**config.mk**
```make
export PLATFORM = sky130hd
export DESIGN_NAME = uart_frame_sender
export DESIGN_NICKNAME = d
export VERILOG_FILES = /design/src/rtl/uart_pkg.sv /design/src/rtl/uart_tx_fifo.sv /design/src/rtl/uart_frame_sender.sv
export SDC_FILE = /design/constraint.sdc
export NUM_CORES = 1
export LEC_CHECK = 0
export ABC_AREA = 1
export CAP_MARGIN = 25
export CORE_MARGIN = 2
export CORE_UTILIZATION = 60
export CTS_CLUSTER_DIAMETER = 50
export CTS_CLUSTER_SIZE = 30
export DETAILED_ROUTE_END_ITERATION = 10
export GPL_ROUTABILITY_DRIVEN = 0
export HOLD_SLACK_MARGIN = 0.03
export PLACE_DENSITY = 0.79
export SKIP_CTS_REPAIR_TIMING = 1
export SLEW_MARGIN = 20
export SYNTH_ARGS = -nofsm -noshare
export SYNTH_HDL_FRONTEND = slang
export SYNTH_SLANG_ARGS = --single-unit
export TNS_END_PERCENT = 100
```
**constraint.sdc**
```tcl
create_clock -name clk -period 2 [get_ports clk]
set_input_delay 0.3 -clock clk [delete_from_list [all_inputs] [get_ports clk]]
set_output_delay 0.3 -clock clk [all_outputs]
set_load 0.02 [all_outputs]
```
**src/rtl/uart_pkg.sv**
```systemverilog
// Shared definitions for the UART frame sender.
// Holds the serializer state encoding, the idle line level and the legal
// parameter ranges checked at elaboration by uart_frame_sender.
package uart_pkg;

  typedef enum logic [2:0] {
    ST_IDLE   = 3'd0,
    ST_START  = 3'd1,
    ST_DATA   = 3'd2,
    ST_PARITY = 3'd3,
    ST_STOP   = 3'd4
  } uart_state_t;

  localparam logic LINE_IDLE = 1'b1;

  localparam int unsigned CLK_DIV_MIN    = 2;
  localparam int unsigned DATA_BITS_MIN  = 5;
  localparam int unsigned DATA_BITS_MAX  = 8;
  localparam int unsigned STOP_BITS_MIN  = 1;
  localparam int unsigned STOP_BITS_MAX  = 2;
  localparam int unsigned FIFO_DEPTH_MIN = 2;
  localparam int unsigned FIFO_DEPTH_MAX = 16;

endpackage

```
**src/rtl/uart_tx_fifo.sv**
```systemverilog
// Synchronous byte FIFO feeding the UART serializer.
// Ports:
//   clk, rst          - clock, synchronous active-high reset
//   push, wdata       - write request (ignored when full) and data
//   pop               - read request (ignored when empty)
//   head_c            - current head entry (show-ahead, read before pop)
//   count             - number of stored entries
//   full, empty       - registered occupancy flags
module uart_tx_fifo #(
  parameter int unsigned DEPTH = 4,
  parameter int unsigned WIDTH = 8
) (
  input  logic                     clk,
  input  logic                     rst,
  input  logic                     push,
  input  logic                     pop,
  input  logic [WIDTH-1:0]         wdata,
  output logic [WIDTH-1:0]         head_c,
  output logic [$clog2(DEPTH):0]   count,
  output logic                     full,
  output logic                     empty
);

  localparam int unsigned PTR_W = $clog2(DEPTH);
  localparam int unsigned CNT_W = PTR_W + 1;

  logic [WIDTH-1:0] mem [DEPTH];
  logic [PTR_W-1:0] wr_ptr;
  logic [PTR_W-1:0] rd_ptr;
  logic [CNT_W-1:0] count_d;
  logic             do_push;
  logic             do_pop;

  assign do_push = push && !full;
  assign do_pop  = pop && !empty;
  assign head_c  = mem[rd_ptr];

  // Occupancy next value; simultaneous push and pop leaves it unchanged.
  always_comb begin
    count_d = count;
    if (do_push && !do_pop) begin
      count_d = count + CNT_W'(1);
    end else if (do_pop && !do_push) begin
      count_d = count - CNT_W'(1);
    end
  end

  // Pointers wrap naturally because DEPTH is a power of two.
  always_ff @(posedge clk) begin
    if (rst) begin
      wr_ptr <= '0;
      rd_ptr <= '0;
      count  <= '0;
      full   <= 1'b0;
      empty  <= 1'b1;
    end else begin
      if (do_push) wr_ptr <= wr_ptr + PTR_W'(1);
      if (do_pop)  rd_ptr <= rd_ptr + PTR_W'(1);
      count <= count_d;
      full  <= (count_d == CNT_W'(DEPTH));
      empty <= (count_d == '0);
    end
  end

  // Storage array; contents need no reset.
  always_ff @(posedge clk) begin
    if (do_push) mem[wr_ptr] <= wdata;
  end

endmodule

```
**src/rtl/uart_frame_sender.sv**
```systemverilog
// Buffered UART transmitter: bytes are queued in a small FIFO and sent as
// start / DATA_BITS data (LSB first) / [parity] / STOP_BITS stop frames.
// Optional parity bit is enabled by defining the macro UART_PARITY_EN.
// Ports:
//   clk, rst    - clock, synchronous active-high reset
//   in_data     - byte to send (bits above DATA_BITS-1 ignored)
//   in_valid    - in_data offered this cycle
//   in_ready    - FIFO not full (push happens on in_valid && in_ready)
//   dout        - serial line, idle high
//   busy        - serializer is sending a frame
//   fifo_count  - bytes currently buffered
module uart_frame_sender
  import uart_pkg::*;
#(
  parameter int unsigned CLK_DIV    = 100000,
  parameter int unsigned DATA_BITS  = 8,
  parameter int unsigned STOP_BITS  = 1,
  parameter int unsigned FIFO_DEPTH = 4,
  parameter int unsigned PARITY_ODD = 0
) (
  input  logic                          clk,
  input  logic                          rst,
  input  logic [7:0]                    in_data,
  input  logic                          in_valid,
  output logic                          in_ready,
  output logic                          dout,
  output logic                          busy,
  output logic [$clog2(FIFO_DEPTH):0]   fifo_count
);

  localparam int unsigned CNT_W = $clog2(CLK_DIV);

  // Reject illegal configurations at elaboration.
  if (CLK_DIV < CLK_DIV_MIN ||
      DATA_BITS < DATA_BITS_MIN || DATA_BITS > DATA_BITS_MAX ||
      STOP_BITS < STOP_BITS_MIN || STOP_BITS > STOP_BITS_MAX ||
      FIFO_DEPTH < FIFO_DEPTH_MIN || FIFO_DEPTH > FIFO_DEPTH_MAX ||
      (FIFO_DEPTH & (FIFO_DEPTH - 1)) != 0 ||
      PARITY_ODD > 1) begin : g_bad_param
    $error("uart_frame_sender: parameter out of legal range");
  end

  uart_state_t       state;
  uart_state_t       state_d;
  logic [CNT_W-1:0]  baud_cnt;
  logic [CNT_W-1:0]  baud_cnt_d;
  logic [2:0]        bit_idx;
  logic [2:0]        bit_idx_d;
  logic [7:0]        shift_reg;
  logic [7:0]        shift_reg_d;
  logic              dout_d;
  logic              busy_d;
  logic              bit_end_c;
  logic              push_c;
  logic              pop_c;
  logic              full;
  logic              empty;
  logic [7:0]        head_c;

`ifdef UART_PARITY_EN
  localparam logic [7:0] DATA_MASK = 8'((16'd1 << DATA_BITS) - 16'd1);
  logic parity_bit;
  logic parity_bit_d;
`endif

  assign in_ready  = !full;
  assign push_c    = in_valid && !full;
  assign bit_end_c = (baud_cnt == CNT_W'(CLK_DIV - 1));

  uart_tx_fifo #(
    .DEPTH (FIFO_DEPTH),
    .WIDTH (8)
  ) u_fifo (
    .clk    (clk),
    .rst    (rst),
    .push   (push_c),
    .pop    (pop_c),
    .wdata  (in_data),
    .head_c (head_c),
    .count  (fifo_count),
    .full   (full),
    .empty  (empty)
  );

  // Serializer next state. dout/busy are registered from the current
  // state, so the line follows the state by one cycle.
  always_comb begin
    state_d     = state;
    baud_cnt_d  = baud_cnt;
    bit_idx_d   = bit_idx;
    shift_reg_d = shift_reg;
    pop_c       = 1'b0;
    dout_d      = LINE_IDLE;
    busy_d      = 1'b1;
`ifdef UART_PARITY_EN
    parity_bit_d = parity_bit;
`endif

    if (state != ST_IDLE) begin
      baud_cnt_d = bit_end_c ? '0 : baud_cnt + CNT_W'(1);
    end

    case (state)
      ST_IDLE: begin
        busy_d = 1'b0;
        if (!empty) begin
          pop_c       = 1'b1;
          shift_reg_d = head_c;
          baud_cnt_d  = '0;
          bit_idx_d   = '0;
          state_d     = ST_START;
`ifdef UART_PARITY_EN
          parity_bit_d = (^(head_c & DATA_MASK)) ^ 1'(PARITY_ODD);
`endif
        end
      end
      ST_START: begin
        dout_d = 1'b0;
        if (bit_end_c) state_d = ST_DATA;
      end
      ST_DATA: begin
        dout_d = shift_reg[0];
        if (bit_end_c) begin
          shift_reg_d = {1'b0, shift_reg[7:1]};
          if (bit_idx == 3'(DATA_BITS - 1)) begin
            bit_idx_d = '0;
`ifdef UART_PARITY_EN
            state_d   = ST_PARITY;
`else
            state_d   = ST_STOP;
`endif
          end else begin
            bit_idx_d = bit_idx + 3'd1;
          end
        end
      end
`ifdef UART_PARITY_EN
      ST_PARITY: begin
        dout_d = parity_bit;
        if (bit_end_c) state_d = ST_STOP;
      end
`endif
      ST_STOP: begin
        dout_d = 1'b1;
        if (bit_end_c) begin
          if (bit_idx == 3'(STOP_BITS - 1)) begin
            bit_idx_d = '0;
            state_d   = ST_IDLE;
          end else begin
            bit_idx_d = bit_idx + 3'd1;
          end
        end
      end
      default: begin
        state_d = ST_IDLE;
      end
    endcase
  end

  // State and output registers.
  always_ff @(posedge clk) begin
    if (rst) begin
      state     <= ST_IDLE;
      baud_cnt  <= '0;
      bit_idx   <= '0;
      shift_reg <= '0;
      dout      <= LINE_IDLE;
      busy      <= 1'b0;
`ifdef UART_PARITY_EN
      parity_bit <= 1'b0;
`endif
    end else begin
      state     <= state_d;
      baud_cnt  <= baud_cnt_d;
      bit_idx   <= bit_idx_d;
      shift_reg <= shift_reg_d;
      dout      <= dout_d;
      busy      <= busy_d;
`ifdef UART_PARITY_EN
      parity_bit <= parity_bit_d;
`endif
    end
  end

endmodule

```
# --- Yosys cells after proc, flatten, opt, wreduce, memory -nomap -nowiden ---
# Memories as Yosys holds them, arrays and structs flattened. A register that Yosys moved wholly into a read port is not among the register bits.
# Index checks and enable logic that the tools add are counted.
classes:
  add_sub_neg: 6
  n_eq_ne: 12
  reduce_logical: 18
  n_mux: 30
ops:
  columns: ["op", "n"]
  rows:
  - ["$mux W17", 4]
  - ["$mux W3", 13]
  - ["$add A17 B1 Y17 const B", 1]
  - ["$eq A17 B17 Y1 const B", 1]
  - ["$mux W8", 2]
  - ["$pmux W8 S2", 1]
  - ["$ne A2 B2 Y1 const B", 6]
  - ["$pmux W3 S4", 1]
  - ["$eq A3 B3 Y1 const B", 3]
  - ["$logic_not A3 Y1", 3]
  - ["$pmux W3 S3", 1]
  - ["$add A3 B1 Y3 const B", 2]
  - ["$reduce_and A6 Y1", 1]
  - ["$reduce_bool A3 Y1", 2]
  - ["$logic_and A1 B1 Y1", 5]
  - ["$mux W1", 5]
  - ["$add A2 B1 Y2 const B", 2]
  - ["$logic_not A1 Y1", 4]
  - ["$mux W2", 2]
  - ["$reduce_and A4 Y1", 1]
  - ["$eq A3 B1 Y1 const B", 1]
  - ["$eq A3 B2 Y1 const B", 1]
  - ["$reduce_and A3 Y1", 1]
  - ["$sub A3 B1 Y3 const B", 1]
  - ["2 further kinds", 2]
totals:
  n_memories: 1
  ff_bits: 42
  output_inout_bits: 6
  wordCells: 78
  mem_bits_rw: 32
mem_list:
  columns: ["name", "depth", "word_bits", "rd", "rd_clocked_by_memory_dff", "write_ports", "line", "rtl"]
  rows:
  - ["u_fifo.mem", 4, 8, 1, 1, 1, "uart_tx_fifo.sv:27", "logic [WIDTH-1:0] mem [DEPTH];"]

# --- Depth between registers and ports, before layout ---
# Gate-level depths: netlist of run 1.
logic_depth:
  word_depth: 8
  ltp_mapped: 12
  depth_no_buf: 12

# --- Hierarchy ---
# A second synthesis of run 1 with hierarchy kept.
hier_totals:
  hier_cells: 451
  hier_area_um2: 3777.4
modules_own_cells:
  columns: ["module", "cells_per_inst", "area_each_um2", "instances"]
  rows:
  - ["uart_frame_sender", 296, 2000.7, 1]
  - ["uart_tx_fifo", 155, 1776.7, 1]

# --- Least setup slack after synthesis of run 1 ---
# No wires, ideal clock.
synth_timing:
  kind: "reg2reg"
  startpoint: "register u_fifo.full"
  endpoint: "memory u_fifo.mem[0][0], enable pin"
  arrival_ns: 1.109
  path_stages_with_launch: 5
  path_buffers: 1
  path_slack_ns: 0.520
  required_time_ns: 1.629
  setup_ns: 0.371
  cell_sequence: "dfxtp_1 inv_1 nand2_1 clkbuf_1 nor2_1"
synth_between:
  elab_chain_len: 5
synth_lines:
  columns: ["item", "line", "rtl"]
  rows:
  - ["start, declared", "uart_tx_fifo.sv:20", "output logic full,"]
  - ["start signal, assigned", "uart_tx_fifo.sv:60", "full <= (count_d == CNT_W'(DEPTH));"]
  - ["$logic_not A1 Y1 *", null, null]
  - ["net in_ready", "uart_frame_sender.sv:25", "output logic in_ready,"]
  - ["$logic_and A1 B1 Y1", "uart_frame_sender.sv:67", "assign push_c = in_valid && !full;"]
  - ["$logic_and A1 B1 Y1 *", "uart_tx_fifo.sv:34", "assign do_push = push && !full;"]
  - ["$mux W1 *", "uart_tx_fifo.sv:67", "if (do_push) mem[wr_ptr] <= wdata;"]
  - ["$mux W1 (not written as such) *", "uart_tx_fifo.sv:67", null]
  - ["end, declared", "uart_tx_fifo.sv:27", null]
# The timed path passes the listed nets; every way through them passes the cells marked *.

# --- Final worst setup path of run 1 ---
layout_timing:
  startpoint: "register u_fifo.count[2]"
  endpoint: "output port fifo_count[2]"
layout_rtl:
  columns: ["item", "line", "rtl"]
  rows:
  - ["start, declared", "uart_tx_fifo.sv:19", "output logic [$clog2(DEPTH):0] count,"]
  - ["start signal, assigned", "uart_tx_fifo.sv:59", "count <= count_d;"]
  - ["end, declared", "uart_frame_sender.sv:28", "output logic [$clog2(FIFO_DEPTH):0] fifo_count"]
# No word-level cell between the ends.

==> results of run 1 <==
[report_power, final]
group | leakage, nW | internal, mW | switching, mW
combinational | 0.786 | 0.668 | 1.17
clock | 0.111 | 0.708 | 0.584
sequential | 0.653 | 1.88 | 0.199
[how the worst min path moves through the flow]
stage	from	endpoint
floorplan	rst	bit_idx[2]
global placement	u_fifo.rd_ptr[0]	u_fifo.rd_ptr[0]
detailed placement	u_fifo.rd_ptr[0]	u_fifo.rd_ptr[0]
CTS	u_fifo.rd_ptr[0]	flip-flop
global route	baud_cnt[3]	baud_cnt[3]
finish	u_fifo.rd_ptr[0]	flip-flop
[routing by layer]
| layer | GRT usage | share of wire |
|---|---|---|
| met5 | 0 | 0 |
| met3 | 0.0692 | 0.036 |
| met2 | 0.401 | 0.51 |
| met4 | 0.113 | 0.021 |
| met1 | 0.248 | 0.43 |
[cells by family (layout without fill, tap and decap cells)]
logic type	count (synthesis)	in the layout	synth area share
simple gates	176	176	0.233
compound gates	89	89	0.128
flops	76	76	0.508
buf+inv	55	82	0.0631
fa+ha+maj	10	10	0.0345
mux	7	7	0.0193
xor+xnor	6	6	0.0145
[per-stage QoR]
stage / hold slack [ns] / setup WS (ns) / util / std cells / area (µm²)
floorplan: 0.379 / 0.520 / - / 419 / 3630
finish: 0.492 / 0.231 / 0.695 / 521 / 4090
global placement: 0.454 / 0.317 / 0.657 / 505 / 3870
CTS: 0.495 / 0.223 / 0.695 / 521 / 4090
global route: 0.524 / 0.175 / 0.695 / 521 / 4090
detailed placement: 0.478 / 0.224 / 0.657 / 505 / 3870
[synthesized netlist by cell type]
library cell   n
nand2_1       67
nor2_1        52
dfxtp_1       44
a21oi_1       38
o21ai_0       38
inv_1         37
edfxtp_1      32
nand3_1       22
ha_1          10
nand2_2        8
mux2i_1        7
nor3_1         7
o21ai_1        6
clkbuf_1       5
inv_2          5
buf_2          4
nand2_4        4
nand4_1        4
nor2_4         4
nor2_2         3
xnor2_1        3
xor2_1         3
buf_4          2
nand3_4        2
nand3b_1       2
o21bai_1       2
a21oi_2        1
a31oi_1        1
buf_6          1
inv_4          1
nor2_8         1
o211ai_1       1
o22ai_1        1
o32ai_1        1
[final cells by class]
type	count	area (µm²)
sequential	76	1840
clock buffer	9	124
fill	482	1790
tap	75	93.8
multi-input combinational	288	1560
inverter	43	164
timing repair buffer	23	213
clock inverter	7	98.8
==> metrics, run 1 <==
Worst Path Max Fanout 6; status finished clean; 1st-iter DRT viols 132; Max IR drop VDD 0.743 mV; vias in the first global route 2709; Synthesis Warnings 0; crit path DAT 1.47 ns; Max clock buf depth 2; Final min period 1.77 ns; part of the cycle the worst path needs 0.885; CP startpoint u_fifo.count[2]; Via density 5.37; Routed wire per std cell 12.9 µm; num rows 28; syn_area_per_cell 8.66 µm²; cell family with most CP delay buffers and inverters; DRC viols 0; Final nets 462; Die Wd 81.8 µm; CTS tree built; reg2reg path depth 9; Worst Setup Start Kind flip-flop; r2r endpoint shift_reg[1]; Mapped Nets 440; post-route ant nets 0; most common cell after layout, fill and taps aside nand2_1; Worst Skew 0.00711 ns; number of CTS-inserted buffers 9; core region area 5890 µm²; Synth top area share 0.265; cell count along the critical path 1; hpwl dp 4.73 mm; # setup viols final 0; Buf+Inv Stages, Crit Path 1; Power Total 5.21 mW; CTS sink count 76; detailed-route via count 2798; most frequent cells in the layout nand2_1 (67), nor2_1 (52), dfxtp_1 (44); critical-path cell list clkdlybuf4s50_1; area leader, netlist edfxtp_1; setup tns final 0 ns; sequential area share after synthesis 0.508; Root Driver clkbuf_8; cells after synthesis 419; Static Leak 1.55 nW; P&R area growth vs syn 12.8%; fin. max-slew vios 0; Max Cap Viol 0; maximum clock rate 565 MHz; clock latency on the worst-skew pair 0.36 ns; final hold violations 0; total routed wirelength 6.73 mm; relative slew slack 0.621; distinct cell type count after synthesis 34; clk slew on worst S/H paths 0.08 ns; largest net degree at the start of global routing 22; power per cell area 1270 nW/µm²; All-Layer GR Usage 0.228; RSZ-0062 raised after global routing no; share of layout cells above drive strength 1 0.114; drt pass-1 iters 5; I/O Buffers 16; I/O pin count 17; synth top area cells edfxtp_1 (26%), dfxtp_1 (24%), nand2_1 (6.9%); Worst R2R Setup Slack 0.35 ns; worst setup path end fifo_count[2]; R2R Path Start baud_cnt[0]; H-tree Lvls 3; max FFs per register 32; critical path start-end classification reg2out; Hold WC Path Type reg2reg; Slowest-stage cell, CP clkdlybuf4s50_1; hold path cells 1; Slowest Stage Delay on Critical Path 0.65 ns; # diodes 0; initial antenna violation count 0; die area 6680 µm²; Die Y 81.8 µm; first-pass GRT wire length 11.4 mm; Worst Tran Pin Value 0.568 ns; Worst EP required 1.70 ns; synthesized area 3630 µm²; Critical Path Sink Type output pin; #FFs+latches synth 76; Starting Density 0.616; GRT overflow 0
No activity file was read; power rests on OpenSTA's default activity.
==> run 2: changes to the inputs <==
Settings changed: CORE_UTILIZATION 60 to 40, PLACE_DENSITY 0.79 to default.
==> metrics, run 2 (same netlist as run 1, synthesis figures left out) <==
clock latency on the worst-skew pair 0.35 ns (was 0.36 ns); Worst Skew 0.00863 ns (was 0.00711 ns); Worst Setup Start Kind flip-flop (unchanged); Die Y 99.2 µm (was 81.8 µm); # diodes 0 (unchanged); Max clock buf depth 2 (unchanged); All-Layer GR Usage 0.149 (was 0.228); relative slew slack 0.655 (was 0.621); CTS sink count 76 (unchanged); Slowest-stage cell, CP clkdlybuf4s50_1 (unchanged); critical-path cell list clkdlybuf4s50_1 (unchanged); Worst EP required 1.70 ns (about the same); fin. max-slew vios 0 (unchanged); DRC viols 0 (unchanged); Max IR drop VDD 0.531 mV (was 0.743 mV); CTS tree built (unchanged); status finished clean (unchanged); num rows 34 (was 28); reg2reg path depth 11 (was 9); Worst Tran Pin Value 0.517 ns (was 0.568 ns); Die Wd 99.2 µm (was 81.8 µm); cell family with most CP delay buffers and inverters (unchanged); part of the cycle the worst path needs 0.878 (was 0.885); Gate power share 0.366 (was 0.353); P&R area growth vs syn 12.8% (unchanged); Static Leak 1.53 nW (was 1.55 nW); initial antenna violation count 0 (unchanged); number of fill cells 856 (was 482); detailed-route via count 2727 (was 2798); Critical Path Sink Type output pin (unchanged); vias in the first global route 2651 (was 2709); I/O pin count 17 (unchanged); critical path start-end classification reg2out (unchanged); RSZ-0062 raised after global routing no (unchanged); power per cell area 1200 nW/µm² (was 1270 nW/µm²); Final min period 1.76 ns (was 1.77 ns); number of CTS-inserted buffers 9 (unchanged); die area 9850 µm² (was 6680 µm²); first-pass GRT wire length 11.8 mm (was 11.4 mm); area occupied by multi-input gates 1560 µm² (unchanged); largest net degree at the start of global routing 22 (unchanged); Slowest Stage Delay on Critical Path 0.65 ns (about the same); most frequent cells in the layout nand2_1 (67), nor2_1 (52), dfxtp_1 (44) (unchanged); hpwl dp 4.78 mm (was 4.73 mm); clk slew on worst S/H paths 0.08 ns (about the same); Routed wire per std cell 12.2 µm (was 12.9 µm); Reg area 1840 µm² (unchanged); H-tree Lvls 3 (unchanged); switching share of power 0.392 (was 0.375); GRT overflow 0 (unchanged); Cells after DPL 539 (was 505); Root Driver clkbuf_8 (unchanged); Psw 1.93 mW (was 1.95 mW); r2r endpoint state[1] (was shift_reg[1]); Starting Density 0.414 (was 0.616); Max Cap Viol 0 (unchanged); Worst R2R Setup Slack 0.39 ns (was 0.35 ns); most common cell after layout, fill and taps aside nand2_1 (unchanged); drt pass-1 iters 4 (was 5); Hold WC Path Type reg2reg (unchanged); Clock power frac 0.213 (was 0.248); total routed wirelength 6.76 mm (was 6.73 mm); Hold Path Sink u_fifo.rd_ptr[0]; Worst Path Max Fanout 6 (unchanged); 1st-iter DRT viols 93 (was 132); setup tns final 0 ns (unchanged); # setup viols final 0 (unchanged); Buf+Inv Stages, Crit Path 1 (unchanged); I/O Buffers 16 (unchanged); R2R Path Start baud_cnt[0] (unchanged); max FFs per register 32 (unchanged); post-route ant nets 0 (unchanged); core region area 8760 µm² (was 5890 µm²); Via density 4.91 (was 5.37); internal power 3.00 mW (was 3.25 mW); final hold violations 0 (unchanged); crit path DAT 1.46 ns (was 1.47 ns); share of layout cells above drive strength 1 0.114 (about the same); maximum clock rate 569 MHz (was 565 MHz); hold path startpoint u_fifo.rd_ptr[0] (unchanged); hold path cells 1 (unchanged); final std cells w/o fill 555 (was 521); sequential share of power 0.421 (was 0.399); Final nets 463 (was 462)
[run 2: worst max path at each step]
| stage | start | end | slack (ns) | depth (start not counted) |
|---|---|---|---|---|
| 4_1_cts | u_fifo.count[2] | fifo_count[2] | 0.22 | 1 |
| 6_report | u_fifo.count[2] | fifo_count[2] | 0.24 | 1 |
| 3_5_place_dp | in_valid | u_fifo.full | 0.25 | 10 |
| 3_3_place_gp | in_valid | u_fifo.full | 0.28 | 10 |
| 5_1_grt | u_fifo.count[2] | fifo_count[2] | 0.16 | 1 |
| 2_1_floorplan | u_fifo.full | u_fifo.mem[0][0] | 0.52 | 4 |
[run 2: power groups by stage]
stage / clock network, mW / logic [mW] / registers, mW
3_3_place_gp: 0 / 1.80 / 2.11
5_1_grt: 1.14 / 2.07 / 2.11
6_report: 1.05 / 1.81 / 2.07
2_1_floorplan: 0 / 1.41 / 2.11
4_1_cts: 1.09 / 1.83 / 2.08
3_5_place_dp: 0 / 1.83 / 2.11
[run 2: layout make-up]
class                           count  share of cell area
Sequential cell                    76               0.450
Multi-Input combinational cell    288               0.380
Timing Repair Buffer               24              0.0538
Inverter                           43              0.0401
Tap cell                          108              0.0330
Clock buffer                        9              0.0303
Clock inverter                      7              0.0122
[run 2: per-layer routing]
metal  vias up  GRT usage  share of wire
met3         4     0.0471          0.030
li1       1444          -              -
met4         0     0.0379         0.0046
met5         -          0              0
met2        24      0.264           0.50
met1      1255      0.175           0.47
[run 2: per-stage QoR]
step / power, mW / instance area (µm²) / utilization / hold slack, ns / setup WS (ns)
final: 4.93 / 4090 / 0.467 / 0.487 / 0.243
after global routing: 5.32 / 4090 / 0.467 / 0.517 / 0.159
after CTS: 5.00 / 4090 / 0.467 / 0.492 / 0.217
after detailed placement: 3.94 / 3920 / 0.447 / 0.467 / 0.252
after global placement: 3.91 / 3920 / 0.447 / 0.453 / 0.284
after floorplan: 3.51 / 3630 / - / 0.379 / 0.520
==> run 3: changes to the inputs <==
Settings changed: CORE_UTILIZATION 40 to 45, SKIP_LAST_GASP from default to 1.
==> metrics, run 3 (same netlist as run 1, synthesis figures left out) <==
Hold WC Path Type reg2reg (unchanged); status finished clean (unchanged); Max IR drop VDD 0.662 mV (was 0.531 mV); Worst Tran Pin Value 0.517 ns (about the same); worst setup path end fifo_count[2] (unchanged); Worst Path Max Fanout 6 (unchanged); maximum clock rate 572 MHz (was 569 MHz); vias in the first global route 2624 (was 2651); share of layout cells above drive strength 1 0.116 (was 0.114); r2r endpoint state[1] (unchanged); DRC viols 0 (unchanged); reg2reg path depth 12 (was 11); GRT overflow 0 (unchanged); Max clock buf depth 2 (unchanged); Buf+Inv Stages, Crit Path 1 (unchanged); drt pass-1 iters 4 (unchanged); Slowest-stage cell, CP clkdlybuf4s50_1 (unchanged); Final min period 1.75 ns (was 1.76 ns); All-Layer GR Usage 0.171 (was 0.149); RSZ-0062 raised after global routing no (unchanged); Starting Density 0.467 (was 0.414); CP startpoint u_fifo.count[2] (unchanged); relative slew slack 0.655 (about the same); Static Leak 1.54 nW (was 1.53 nW); met1 Use GR 0.220 (was 0.175); Via density 4.96 (was 4.91); first-pass GRT wire length 11.9 mm (was 11.8 mm); num rows 32 (was 34); clk slew on worst S/H paths 0.07 ns (was 0.08 ns); # diodes 0 (unchanged); H-tree Lvls 3 (unchanged); crit path DAT 1.45 ns (was 1.46 ns); routing usage on met3 0.0538 (was 0.0471); utilization after layout 0.529 (was 0.467); power per cell area 1240 nW/µm² (was 1200 nW/µm²); detailed-route via count 2724 (was 2727); Final nets 463 (unchanged); Root Driver clkbuf_8 (unchanged); critical-path cell list clkdlybuf4s50_1 (unchanged); largest net degree at the start of global routing 22 (unchanged); most common cell after layout, fill and taps aside nand2_1 (unchanged); Worst EP required 1.70 ns (about the same); clock latency on the worst-skew pair 0.34 ns (was 0.35 ns); I/O Buffers 16 (unchanged); hpwl dp 4.72 mm (was 4.78 mm); initial antenna violation count 0 (unchanged); most frequent cells in the layout nand2_1 (67), nor2_1 (52), dfxtp_1 (44) (unchanged); I/O pin count 17 (unchanged); setup tns final 0 ns (unchanged); core region area 7770 µm² (was 8760 µm²); total routed wirelength 6.80 mm (was 6.76 mm); Max Cap Viol 0 (unchanged); Die Wd 93.8 µm (was 99.2 µm); Worst R2R Setup Slack 0.35 ns (was 0.39 ns); Worst Setup Start Kind flip-flop (unchanged); Critical Path Sink Type output pin (unchanged); Slowest Stage Delay on Critical Path 0.65 ns (about the same); cell family with most CP delay buffers and inverters (unchanged); Die Y 93.8 µm (was 99.2 µm); Routed wire per std cell 12.4 µm (was 12.2 µm); fin. max-slew vios 0 (unchanged); critical path start-end classification reg2out (unchanged); die area 8790 µm² (was 9850 µm²); M2 GR Usage 0.280 (was 0.264); post-route ant nets 0 (unchanged); R2R Path Start baud_cnt[0] (unchanged); max FFs per register 32 (unchanged); CTS tree built (unchanged); CTS sink count 76 (unchanged); part of the cycle the worst path needs 0.874 (was 0.878); final hold violations 0 (unchanged); number of CTS-inserted buffers 9 (unchanged); # setup viols final 0 (unchanged); 1st-iter DRT viols 117 (was 93); cell count along the critical path 1 (unchanged); P&R area growth vs syn 13.3% (was 12.8%); busiest grt layer met2 (unchanged); Worst Skew 0.00725 ns (was 0.00863 ns)
run 3: how the worst min path moves through the flow:
stage	end	slack (ns)	cells after the start	startpoint
after floorplan	bit_idx[2]	0.38	1	rst
after global placement	u_fifo.rd_ptr[0]	0.45	1	u_fifo.rd_ptr[0]
after detailed placement	flip-flop	0.46	1	u_fifo.rd_ptr[0]
after CTS	u_fifo.rd_ptr[0]	0.49	1	u_fifo.rd_ptr[0]
after global routing	baud_cnt[9]	0.52	2	baud_cnt[9]
final	u_fifo.rd_ptr[0]	0.48	1	u_fifo.rd_ptr[0]
run 3: power by group:
group | switching [mW] | internal (mW) | leakage (nW)
sequential | 0.199 | 1.88 | 0.653
clock | 0.581 | 0.590 | 0.0975
combinational | 1.16 | 0.670 | 0.791
total | 1.94 | 3.14 | 1.54
run 3: cell type report:
cell class	count	area (µm²)
clock buffer	10	128
clock inverter	6	72.6
fill	719	3660
inverter	43	164
multi-input combinational	288	1560
sequential	76	1840
tap	102	128
timing repair buffer	24	220
run 3: through the flow:
step	total power [mW]	worst slack (ns)	cell area, µm²	hold slack (ns)	std cells
2_1_floorplan	3.51	0.520	3630	0.379	419
3_3_place_gp	3.92	0.317	3910	0.453	533
3_5_place_dp	3.95	0.266	3910	0.464	533
4_1_cts	5.14	0.238	4110	0.486	549
5_1_grt	5.48	0.184	4110	0.521	549
6_report	5.08	0.252	4110	0.482	549
run 3: per-layer routing:
layer | part of all wire | routed length (µm)
met5 | 0 | 0
met4 | 0.011 | 78
met3 | 0.028 | 188
met2 | 0.47 | 3190
met1 | 0.49 | 3340
